**config.mk**
```make
export PLATFORM = sky130hd
export DESIGN_NAME = food_spawn_ctrl
export DESIGN_NICKNAME = d
export VERILOG_FILES = /design/src/rtl/snake_pkg.sv /design/src/rtl/food_spawn_ctrl.sv
export SDC_FILE = /design/constraint.sdc
export NUM_CORES = 1
export LEC_CHECK = 0
export CAP_MARGIN = 20
export CORE_ASPECT_RATIO = 0.9
export CORE_MARGIN = 4
export CORE_UTILIZATION = 30
export CTS_CLUSTER_DIAMETER = 60
export DETAILED_ROUTE_END_ITERATION = 16
export SLEW_MARGIN = 20
export SYNTH_ARGS = -nofsm -noshare
export SYNTH_HDL_FRONTEND = slang
export SYNTH_SLANG_ARGS = --single-unit
```
**constraint.sdc**
```tcl
create_clock -name clk -period 5 [get_ports clk]
set_input_delay 0.5 -clock clk [delete_from_list [all_inputs] [get_ports clk]]
set_output_delay 0.5 -clock clk [all_outputs]
set_load 0.02 [all_outputs]
```
**src/rtl/snake_pkg.sv**
```systemverilog
// Snake-game constants, spawn FSM state encoding and cell coordinate type.
// FOOD_SCAN_FALLBACK_EN adds the SCAN state used by food_spawn_ctrl.
package snake_pkg;
   localparam int GRID_W = 32;
   localparam int GRID_H = 24;
   localparam int X_BITS = 5;
   localparam int Y_BITS = 5;

   typedef enum logic [2:0] {
      ST_IDLE,
      ST_SAMPLE,
      ST_QUERY,
      ST_CHECK
`ifdef FOOD_SCAN_FALLBACK_EN
      , ST_SCAN
`endif
   } spawn_state_t;

   typedef struct packed {
      logic [X_BITS-1:0] x;
      logic [Y_BITS-1:0] y;
   } cell_t;
endpackage

```
**src/rtl/food_spawn_ctrl.sv**
```systemverilog
// Food placement sequencer: samples LFSR cells, checks occupancy, retries.
// Define FOOD_SCAN_FALLBACK_EN to raster-scan the board when random tries run out.
module food_spawn_ctrl #(
   parameter int GRID_W    = snake_pkg::GRID_W,
   parameter int GRID_H    = snake_pkg::GRID_H,
   parameter int X_BITS    = snake_pkg::X_BITS,
   parameter int Y_BITS    = snake_pkg::Y_BITS,
   parameter int MAX_TRIES = 16
) (
   input  logic              clk,
   input  logic              rst,
   input  logic              spawn_req,
   input  logic [15:0]       rnd,
   output logic              occ_query_valid,
   output logic [X_BITS-1:0] occ_query_x,
   output logic [Y_BITS-1:0] occ_query_y,
   input  logic              occ_hit,
   input  logic              food_eaten,
   output logic [X_BITS-1:0] food_x,
   output logic [Y_BITS-1:0] food_y,
   output logic              food_valid,
   output logic              busy,
   output logic              spawn_done,
   output logic              spawn_fail
);
   import snake_pkg::*;

   localparam int TRY_W = $clog2(MAX_TRIES + 1);

   spawn_state_t      state, state_nxt;
   logic [X_BITS-1:0] cand_x, cand_x_nxt, food_x_nxt, rnd_x;
   logic [Y_BITS-1:0] cand_y, cand_y_nxt, food_y_nxt, rnd_y;
   logic [TRY_W-1:0]  tries, tries_nxt, tries_inc;
   logic              food_valid_nxt, done_nxt, fail_nxt;
   logic              rnd_in_grid, tries_spent;
   logic              unused_rnd;

   assign rnd_x       = rnd[X_BITS-1:0];
   assign rnd_y       = rnd[X_BITS+Y_BITS-1:X_BITS];
   assign unused_rnd  = ^rnd;
   assign rnd_in_grid = (32'(rnd_x) < GRID_W) && (32'(rnd_y) < GRID_H);
   assign tries_inc   = tries + 1'b1;
   assign tries_spent = 32'(tries_inc) >= MAX_TRIES;

`ifdef FOOD_SCAN_FALLBACK_EN
   localparam int CELLS  = GRID_W * GRID_H;
   localparam int SCAN_W = $clog2(CELLS + 1);
   localparam spawn_state_t EXHAUST_ST   = ST_SCAN;
   localparam logic         EXHAUST_FAIL = 1'b0;

   logic [SCAN_W-1:0] scanned, scanned_nxt, scanned_inc;
   logic              scanning, scanning_nxt, scan_wrap;
   logic [X_BITS-1:0] scan_x;
   logic [Y_BITS-1:0] scan_y, scan_y_inc;

   // raster step from the current candidate; a stale out-of-range y folds back to row 0
   assign scanned_inc = scanned + 1'b1;
   assign scan_wrap   = (32'(cand_x) + 1) >= GRID_W;
   assign scan_x      = scan_wrap ? '0 : cand_x + 1'b1;
   assign scan_y_inc  = scan_wrap ? cand_y + 1'b1 : cand_y;
   assign scan_y      = (32'(scan_y_inc) >= GRID_H) ? '0 : scan_y_inc;
`else
   localparam spawn_state_t EXHAUST_ST   = ST_IDLE;
   localparam logic         EXHAUST_FAIL = 1'b1;
`endif

   assign occ_query_valid = (state == ST_QUERY);
   assign occ_query_x     = cand_x;
   assign occ_query_y     = cand_y;
   assign busy            = (state != ST_IDLE);

   always_comb begin
      state_nxt      = state;
      cand_x_nxt     = cand_x;
      cand_y_nxt     = cand_y;
      tries_nxt      = tries;
      food_x_nxt     = food_x;
      food_y_nxt     = food_y;
      food_valid_nxt = food_valid & ~food_eaten;
      done_nxt       = 1'b0;
      fail_nxt       = 1'b0;
`ifdef FOOD_SCAN_FALLBACK_EN
      scanned_nxt    = scanned;
      scanning_nxt   = scanning;
`endif
      case (state)
         ST_IDLE: begin
            if (spawn_req) begin
               state_nxt      = ST_SAMPLE;
               tries_nxt      = '0;
               food_valid_nxt = 1'b0;
`ifdef FOOD_SCAN_FALLBACK_EN
               scanned_nxt    = '0;
               scanning_nxt   = 1'b0;
`endif
            end
         end
         ST_SAMPLE: begin
            cand_x_nxt = rnd_x;
            cand_y_nxt = rnd_y;
            if (rnd_in_grid) begin
               state_nxt = ST_QUERY;
            end else begin
               tries_nxt = tries_inc;
               if (tries_spent) begin
                  state_nxt = EXHAUST_ST;
                  fail_nxt  = EXHAUST_FAIL;
               end
            end
         end
         ST_QUERY: state_nxt = ST_CHECK;
         ST_CHECK: begin
            // a success also overrides a same-cycle food_eaten
            if (!occ_hit) begin
               food_x_nxt     = cand_x;
               food_y_nxt     = cand_y;
               food_valid_nxt = 1'b1;
               done_nxt       = 1'b1;
               state_nxt      = ST_IDLE;
            end
`ifdef FOOD_SCAN_FALLBACK_EN
            else if (scanning) begin
               scanned_nxt = scanned_inc;
               if (32'(scanned_inc) >= CELLS) begin
                  fail_nxt  = 1'b1;
                  state_nxt = ST_IDLE;
               end else begin
                  state_nxt = ST_SCAN;
               end
            end
`endif
            else begin
               tries_nxt = tries_inc;
               if (tries_spent) begin
                  state_nxt = EXHAUST_ST;
                  fail_nxt  = EXHAUST_FAIL;
               end else begin
                  state_nxt = ST_SAMPLE;
               end
            end
         end
`ifdef FOOD_SCAN_FALLBACK_EN
         ST_SCAN: begin
            cand_x_nxt   = scan_x;
            cand_y_nxt   = scan_y;
            scanning_nxt = 1'b1;
            state_nxt    = ST_QUERY;
         end
`endif
         default: state_nxt = ST_IDLE;
      endcase
   end

   always_ff @(posedge clk or posedge rst) begin
      if (rst) begin
         state      <= ST_IDLE;
         tries      <= '0;
         food_x     <= '0;
         food_y     <= '0;
         food_valid <= 1'b0;
         spawn_done <= 1'b0;
         spawn_fail <= 1'b0;
`ifdef FOOD_SCAN_FALLBACK_EN
         scanned    <= '0;
         scanning   <= 1'b0;
`endif
      end else begin
         state      <= state_nxt;
         tries      <= tries_nxt;
         food_x     <= food_x_nxt;
         food_y     <= food_y_nxt;
         food_valid <= food_valid_nxt;
         spawn_done <= done_nxt;
         spawn_fail <= fail_nxt;
`ifdef FOOD_SCAN_FALLBACK_EN
         scanned    <= scanned_nxt;
         scanning   <= scanning_nxt;
`endif
      end
   end

   // candidate is only meaningful from SAMPLE onward, so it carries no reset
   always_ff @(posedge clk) begin
      cand_x <= cand_x_nxt;
      cand_y <= cand_y_nxt;
   end
endmodule

```
==> impl_metrics.json, run 1 <==
{
  "synthFlopType": "sky130_fd_sc_hd__dfrtp_1",
  "number_of_buffers_inserted_by_post_cts_setup_repair": 0,
  "floorplan.io_pins": 46,
  "critPathArrivalTime_ns": 1.72,
  "report.final.hold_viol_count": 0,
  "setup-violations-final": 0,
  "number_of_global_route_vias_before_repair": 872,
  "ys_seq_elements": 30,
  "hold_class": "reg -> reg",
  "port_buffers": 39,
  "post_synth_main_area_contributors": "sky130_fd_sc_hd__dfrtp_1, sky130_fd_sc_hd__edfxtp_1, sky130_fd_sc_hd__mux2_2",
  "synth_top_cell_by_area": "sky130_fd_sc_hd__dfrtp_1",
  "synth-async-reset-ratio_pct": 66.7,
  "die-area_mm2": 0.00544,
  "wl_mm": 2.72,
  "drv_cap": 0,
  "drive_above_1_share_pct": 14.9,
  "drt.antenna.violating_nets": 0,
  "finish.cell_count_without_fillers": 189,
  "fmax_mhz": 450,
  "largest_net_degree_at_the_start_of_global_routing": 21,
  "antenna_found_initial": 0,
  "finalCriticalPeriod_ns": 2.22,
  "yosys_warnings": 0,
  "routedWlPerCell_um": 14.4,
  "synth-seq-area-share_pct": 61.7,
  "clk_path_buf_depth": 2,
  "clkSlewWorstSetupHoldPaths_ns": 0.06,
  "timing.critical_path.from": "state[0]",
  "p_sw_mw": 0.421,
  "synth_area_mm2": 0.00130,
  "clkLatencyLatePin_ns": 0.28,
  "first_drt_iteration_drcs": 22,
  "holdBufCountCts": 0,
  "setup_tns_ns": 0,
  "power.switching_fraction_pct": 37.0,
  "grtUsageTotal_pct": 11.0,
  "finalCritPeriodShare_pct": 44.5,
  "synth_cells": 96,
  "power.share.clock_pct": 16.1,
  "p_int_mw": 0.716,
  "drv_slew": 0,
  "drc": 0,
  "placeableCoreArea_mm2": 0.00413,
  "worst-slew-pin-transition_ns": 0.798,
  "tritoncts": "yes",
  "crit-reg2reg-launch": "state[1]",
  "clock_tree.htree_level_count": 2,
  "cts_sinks": 30,
  "netlist-cell-type-count": 36,
  "power_frac_seq_pct": 35.6,
  "synth_edf_count": 10,
  "status": "finished clean",
  "cts_root_buf": "sky130_fd_sc_hd__clkbuf_8",
  "yosys.area.top_type_share_pct": 38.6,
  "area_growth_pct": 39.5,
  "route.detailed.vias_per_inst": 4.77,
  "timing.max_slew.rel_slack_pct": 46.8,
  "worstSetupStartpointType": "register",
  "die_outline_width_um": 77.3,
  "worst_voltage_drop_across_the_vdd_grid_mv": 0.222,
  "finalNetCount": 166,
  "global_route.overflow_total": 0,
  "worstPathMaxFanout": 4,
  "wire_length_of_the_first_global_routing_pass_mm": 4.51,
  "effective_utilization_at_floorplan_pct": 31.4,
  "hold_start": "food_y[2]",
  "dp.cells": 181,
  "synth_area_per_cell_um2": 13.5,
  "grt_setup_unrepaired": "false",
  "dp.final_hpwl_mm": 1.93,
  "dr_total_vias": 901,
  "fin_skew_ns": 0.00525,
  "synth_nets": 122,
  "synth_top_cells_by_count": "sky130_fd_sc_hd__dfrtp_1, sky130_fd_sc_hd__edfxtp_1, sky130_fd_sc_hd__mux2_2",
  "finalWeightedCongestion": 0.697,
  "drt_first_pass_iters": 4,
  "std_cell_rows": 22,
  "antenna_cells": 0,
  "power.density_mw_per_mm2": 628,
  "comb_power_share_pct": 48.3,
  "height_of_the_chip_um": 70.4,
  "crit_path_end_kind": "output port",
  "cp.required_ns": 4.50,
  "leakage_nw": 0.737,
  "post_cts_resize_count": 0,
  "critPathKind": "reg -> out",
  "cell_with_the_most_instances_after_synthesis": "sky130_fd_sc_hd__dfrtp_1",
  "clock_buffers_created_by_tritoncts": 5
}
## power by group through the flow
stage	Clock [mW]	Combinational (mW)	Sequential, mW
floorplan	0	0.252	0.493
global placement	0	0.548	0.405
detailed placement	0	0.557	0.411
CTS	0.190	0.558	0.407
global route	0.204	0.590	0.420
finish	0.183	0.549	0.405
## critical path: stages, from the launching register on
cell and delay [ns]:
sky130_fd_sc_hd__dfrtp_1 0.40, sky130_fd_sc_hd__inv_1 0.08, sky130_fd_sc_hd__ha_1 0.21, sky130_fd_sc_hd__inv_1 0.13, sky130_fd_sc_hd__clkdlybuf4s50_1 0.63
## final timing paths
kind	to	slack [ns]	depth (start not counted)
min in group asynchronous	state[1]	0.68	2
worst max-delay path	busy	2.78	4
max in group asynchronous	food_x[2]	3.82	2
worst max register to register	tries[0]	2.87	6
worst min-delay path	food_y[2]	0.50	1
worst min register to register	food_y[2]	0.50	1
## per-layer routing
metal | wire [um] | part of all wire [%] | global-route usage [%] | up-vias
li1 | - | - | - | 433
met1 | 1250 | 46 | 14.3 | 431
met2 | 1230 | 45 | 15.4 | 32
met3 | 176 | 6.5 | 3.99 | 5
met4 | 61 | 2.2 | 6.52 | 0
met5 | 0 | 0 | 0 | -
## layout by cell type (no fill, tap or decap), types with 2 or more instances in the layout
master and instances:
sky130_fd_sc_hd__a21oi_1 2, sky130_fd_sc_hd__clkbuf_8 5, sky130_fd_sc_hd__clkdlybuf4s50_1 39, sky130_fd_sc_hd__dfrtp_1 20, sky130_fd_sc_hd__edfxtp_1 10, sky130_fd_sc_hd__ha_1 5
sky130_fd_sc_hd__inv_1 6, sky130_fd_sc_hd__mux2_2 10, sky130_fd_sc_hd__nand2_1 5, sky130_fd_sc_hd__nand3_1 2, sky130_fd_sc_hd__nor2_1 5, sky130_fd_sc_hd__o21ai_0 5
## sequential cells by signal, indices dropped and copies added (netlist names)
signal       count
food_y           5
tries            5
food_x           5
spawn_fail       1
spawn_done       1
occ_query_x      5
food_valid       1
occ_query_y      5
state            2
## metrics by stage
step                worst slack [ns]  hold slack (ns)  power, mW  utilization [%]  cell area [um2]
finish                          2.78            0.504       1.14             43.8             1810
global route                    2.69            0.522       1.21             43.8             1810
CTS                             2.75            0.510       1.16             43.8             1810
detailed placement              2.85            0.495      0.968             41.9             1730
global placement                2.88            0.490      0.954             41.9             1730
floorplan                       3.19            0.464      0.745                -             1300
## area by class of cell
cell class	count	area, um2
Multi-Input combinational cell	58	455
Timing Repair Buffer	39	390
Clock inverter	2	8.76
Clock buffer	6	72.6
Fill cell	393	2320
Sequential cell	30	801
Inverter	6	22.5
Tap cell	48	60.1
## kinds of logic after synthesis
family | synth area share (%)
compound gates | 12.1
simple gates | 8.87
buf+inv | 3.18
mux | 8.68
xor+xnor | 0.675
fa+ha+maj | 4.82
flops | 61.7
Note: power is estimated with default switching activity, not from simulation.
==> inputs of run 2 (changes only) <==
==> constraint.sdc (replaced) <==
create_clock -name clk -period 2 [get_ports clk]
set_input_delay 0.2 -clock clk [delete_from_list [all_inputs] [get_ports clk]]
set_output_delay 0.2 -clock clk [all_outputs]
set_load 0.02 [all_outputs]
==> run 2 against run 1 <==
Effect of this change: global-route usage fell by 0.38 points; register-to-register slack got worse by 2.6 ns; highest routed layer unchanged; non-clock buffer count rose by 4; largest cell class unchanged; combinational power rose to 2.6 times the previous value; wire length fell by 0.96%; sequential share of layout area fell by 1.1 points; worst setup slack got worse by 2.6 ns; critical path type unchanged; largest power group unchanged.
==> impl_metrics.json, run 2 (synthesized netlist as in run 1, its figures left out) <==
{
  "worst-slew-pin-transition_ns": 0.337,
  "seq_cell_area_um2": 801,
  "height_of_the_chip_um": 70.4,
  "fmax_mhz": 541,
  "leakage_nw": 0.766,
  "worst_r2r_path_depth": 6,
  "crit-reg2reg-launch": "state[0]",
  "dp.final_hpwl_mm": 1.98,
  "timing.critical_path.max_delay_family": "buffers and inverters",
  "drt.antenna.violating_nets": 0,
  "port_buffers": 39,
  "antenna_cells": 0,
  "timing.max_slew.rel_slack_pct": 77.4,
  "cp.required_ns": 1.80,
  "largest_net_degree_at_the_start_of_global_routing": 21,
  "critPathArrivalTime_ns": 1.65,
  "layout.cells.most_common_list": "sky130_fd_sc_hd__clkdlybuf4s50_1, sky130_fd_sc_hd__dfrtp_1, sky130_fd_sc_hd__mux2_2, sky130_fd_sc_hd__edfxtp_1",
  "std_cell_rows": 22,
  "clkLatencyLatePin_ns": 0.28,
  "fin_skew_ns": 0.00720,
  "area_growth_pct": 43.1,
  "finalCriticalPeriod_ns": 1.85,
  "clk_path_buf_depth": 2,
  "number_of_global_route_vias_before_repair": 853,
  "worstPathMaxFanout": 4,
  "crit_path_cell_trace": "inv_1, ha_1, clkdlybuf4s50_1",
  "place_area_mm2": 0.00176,
  "placeableCoreArea_mm2": 0.00413,
  "setup-violations-final": 0,
  "setup_tns_ns": 0,
  "status": "finished clean",
  "wl_mm": 2.69,
  "routedWlPerCell_um": 13.9,
  "critPathKind": "reg -> out",
  "drive_above_1_share_pct": 18.6,
  "drc": 0,
  "drv_cap": 0,
  "slowest_delay_ns": 0.63,
  "effective_utilization_at_floorplan_pct": 31.4,
  "tritoncts": "yes",
  "cts_sinks": 30,
  "finalNetCount": 170,
  "cts_root_buf": "sky130_fd_sc_hd__clkbuf_8",
  "timing.rr.end": "tries[2]",
  "clock_buffers_created_by_tritoncts": 5,
  "worst_voltage_drop_across_the_vdd_grid_mv": 0.489,
  "wire_length_of_the_first_global_routing_pass_mm": 4.28,
  "critical_path.slowest_cell": "sky130_fd_sc_hd__clkdlybuf4s50_1",
  "clkSlewWorstSetupHoldPaths_ns": 0.07,
  "holdBufCountCts": 0,
  "report.final.hold_viol_count": 0,
  "finalCritPeriodShare_pct": 92.4,
  "drt_first_pass_iters": 4,
  "dr_total_vias": 917,
  "multi_input_area_um2": 455,
  "first_drt_iteration_drcs": 16,
  "r2r_setup_slack_ns": 0.28,
  "postLayoutCellArea_mm2": 0.00186,
  "number_of_buffers_inserted_by_post_cts_setup_repair": 0,
  "antenna_found_initial": 0,
  "finalWeightedCongestion": 0.736,
  "power.density_mw_per_mm2": 1570,
  "hold_class": "in -> async",
  "grt_setup_unrepaired": "false",
  "crit_path_end_kind": "output port",
  "n_fill_cell": 378,
  "worstSetupStartpointType": "register",
  "die-area_mm2": 0.00544,
  "route.detailed.vias_per_inst": 4.75,
  "layout.cells.most_common": "sky130_fd_sc_hd__clkdlybuf4s50_1",
  "clock_tree.htree_level_count": 2,
  "grtUsageTotal_pct": 10.6,
  "drv_slew": 0,
  "post_cts_resize_count": 0,
  "die_outline_width_um": 77.3,
  "floorplan.io_pins": 46,
  "global_route.overflow_total": 0,
  "timing.critical_path.buf_inv": 2
}
run 2: cell count changes in the layout (fill, tap and decap cells not counted):
| cell | previous run | this run |
|---|---|---|
| sky130_fd_sc_hd__dlymetal6s2s_1 | 0 | 1 |
| sky130_fd_sc_hd__clkbuf_8 | 5 | 6 |
| sky130_fd_sc_hd__clkinvlp_4 | 0 | 1 |
| sky130_fd_sc_hd__clkinv_1 | 1 | 0 |
| sky130_fd_sc_hd__clkbuf_1 | 1 | 0 |
| sky130_fd_sc_hd__clkdlybuf4s50_1 | 39 | 38 |
| sky130_fd_sc_hd__buf_4 | 0 | 4 |
run 2: final cells by class:
class                   instances  area share, %
clock buffers                   6           4.45
clock inverters                 2          0.674
inverters                       6           1.21
multi-input cells              58           24.5
flip-flops and latches         30           43.1
well taps                      48           3.23
repair buffers                 43           22.8
run 2: through the flow:
stage               utilization (%)  std cells  power [mW]  hold WS [ns]  setup slack [ns]
global placement               42.6        185        2.42         0.489             0.326
detailed placement             42.6        185        2.46         0.493             0.290
floorplan                         -         96        1.86         0.164             0.194
CTS                            44.9        193        2.97         0.263           0.00669
finish                         45.0        193        2.92         0.257             0.152
global route                   45.0        193        3.11         0.294            0.0681
run 2: layer usage:
metal,up-vias,GRT usage (%),wire [um]
met5,-,0,0
met4,0,7.11,80
met3,6,4.12,187
met2,33,15.6,1210
met1,433,12.7,1210
li1,445,-,-
run 2: worst max-delay path by stage:
stage,from,to,slack (ns),cells after the start
floorplan,state[1],tries[0],0.19,6
finish,state[0],occ_query_valid,0.15,3
global route,state[0],occ_query_valid,0.07,3
CTS,state[0],busy,0.007,4
detailed placement,state[0],tries[2],0.29,6
global placement,occ_hit,tries[2],0.33,6
run 2: worst register-to-register path: stages, from the launching register on:
cell and delay [ns]:
sky130_fd_sc_hd__dfrtp_1 0.43, sky130_fd_sc_hd__ha_1 0.30, sky130_fd_sc_hd__nor2b_4 0.15, sky130_fd_sc_hd__buf_4 0.20, sky130_fd_sc_hd__or3_1 0.32, sky130_fd_sc_hd__o21ai_1 0.13, sky130_fd_sc_hd__a22o_2 0.14
run 2: where the power goes:
part	switching, mW	internal, mW	leakage, nW
clock network	0.228	0.276	0.0472
logic	0.703	0.696	0.374
registers	0.130	0.885	0.345
==> inputs of run 3 (changes only) <==
--- a/config.mk
+++ b/config.mk
@@ -11,6 +11,7 @@
 export CORE_UTILIZATION = 30
 export CTS_CLUSTER_DIAMETER = 60
 export DETAILED_ROUTE_END_ITERATION = 16
+export HOLD_SLACK_MARGIN = 0.12
 export SLEW_MARGIN = 20
 export SYNTH_ARGS = -nofsm -noshare
 export SYNTH_HDL_FRONTEND = slang
==> results of run 3 <==
Same layout as run 2: the final DEF is identical, and so are final timing and power.
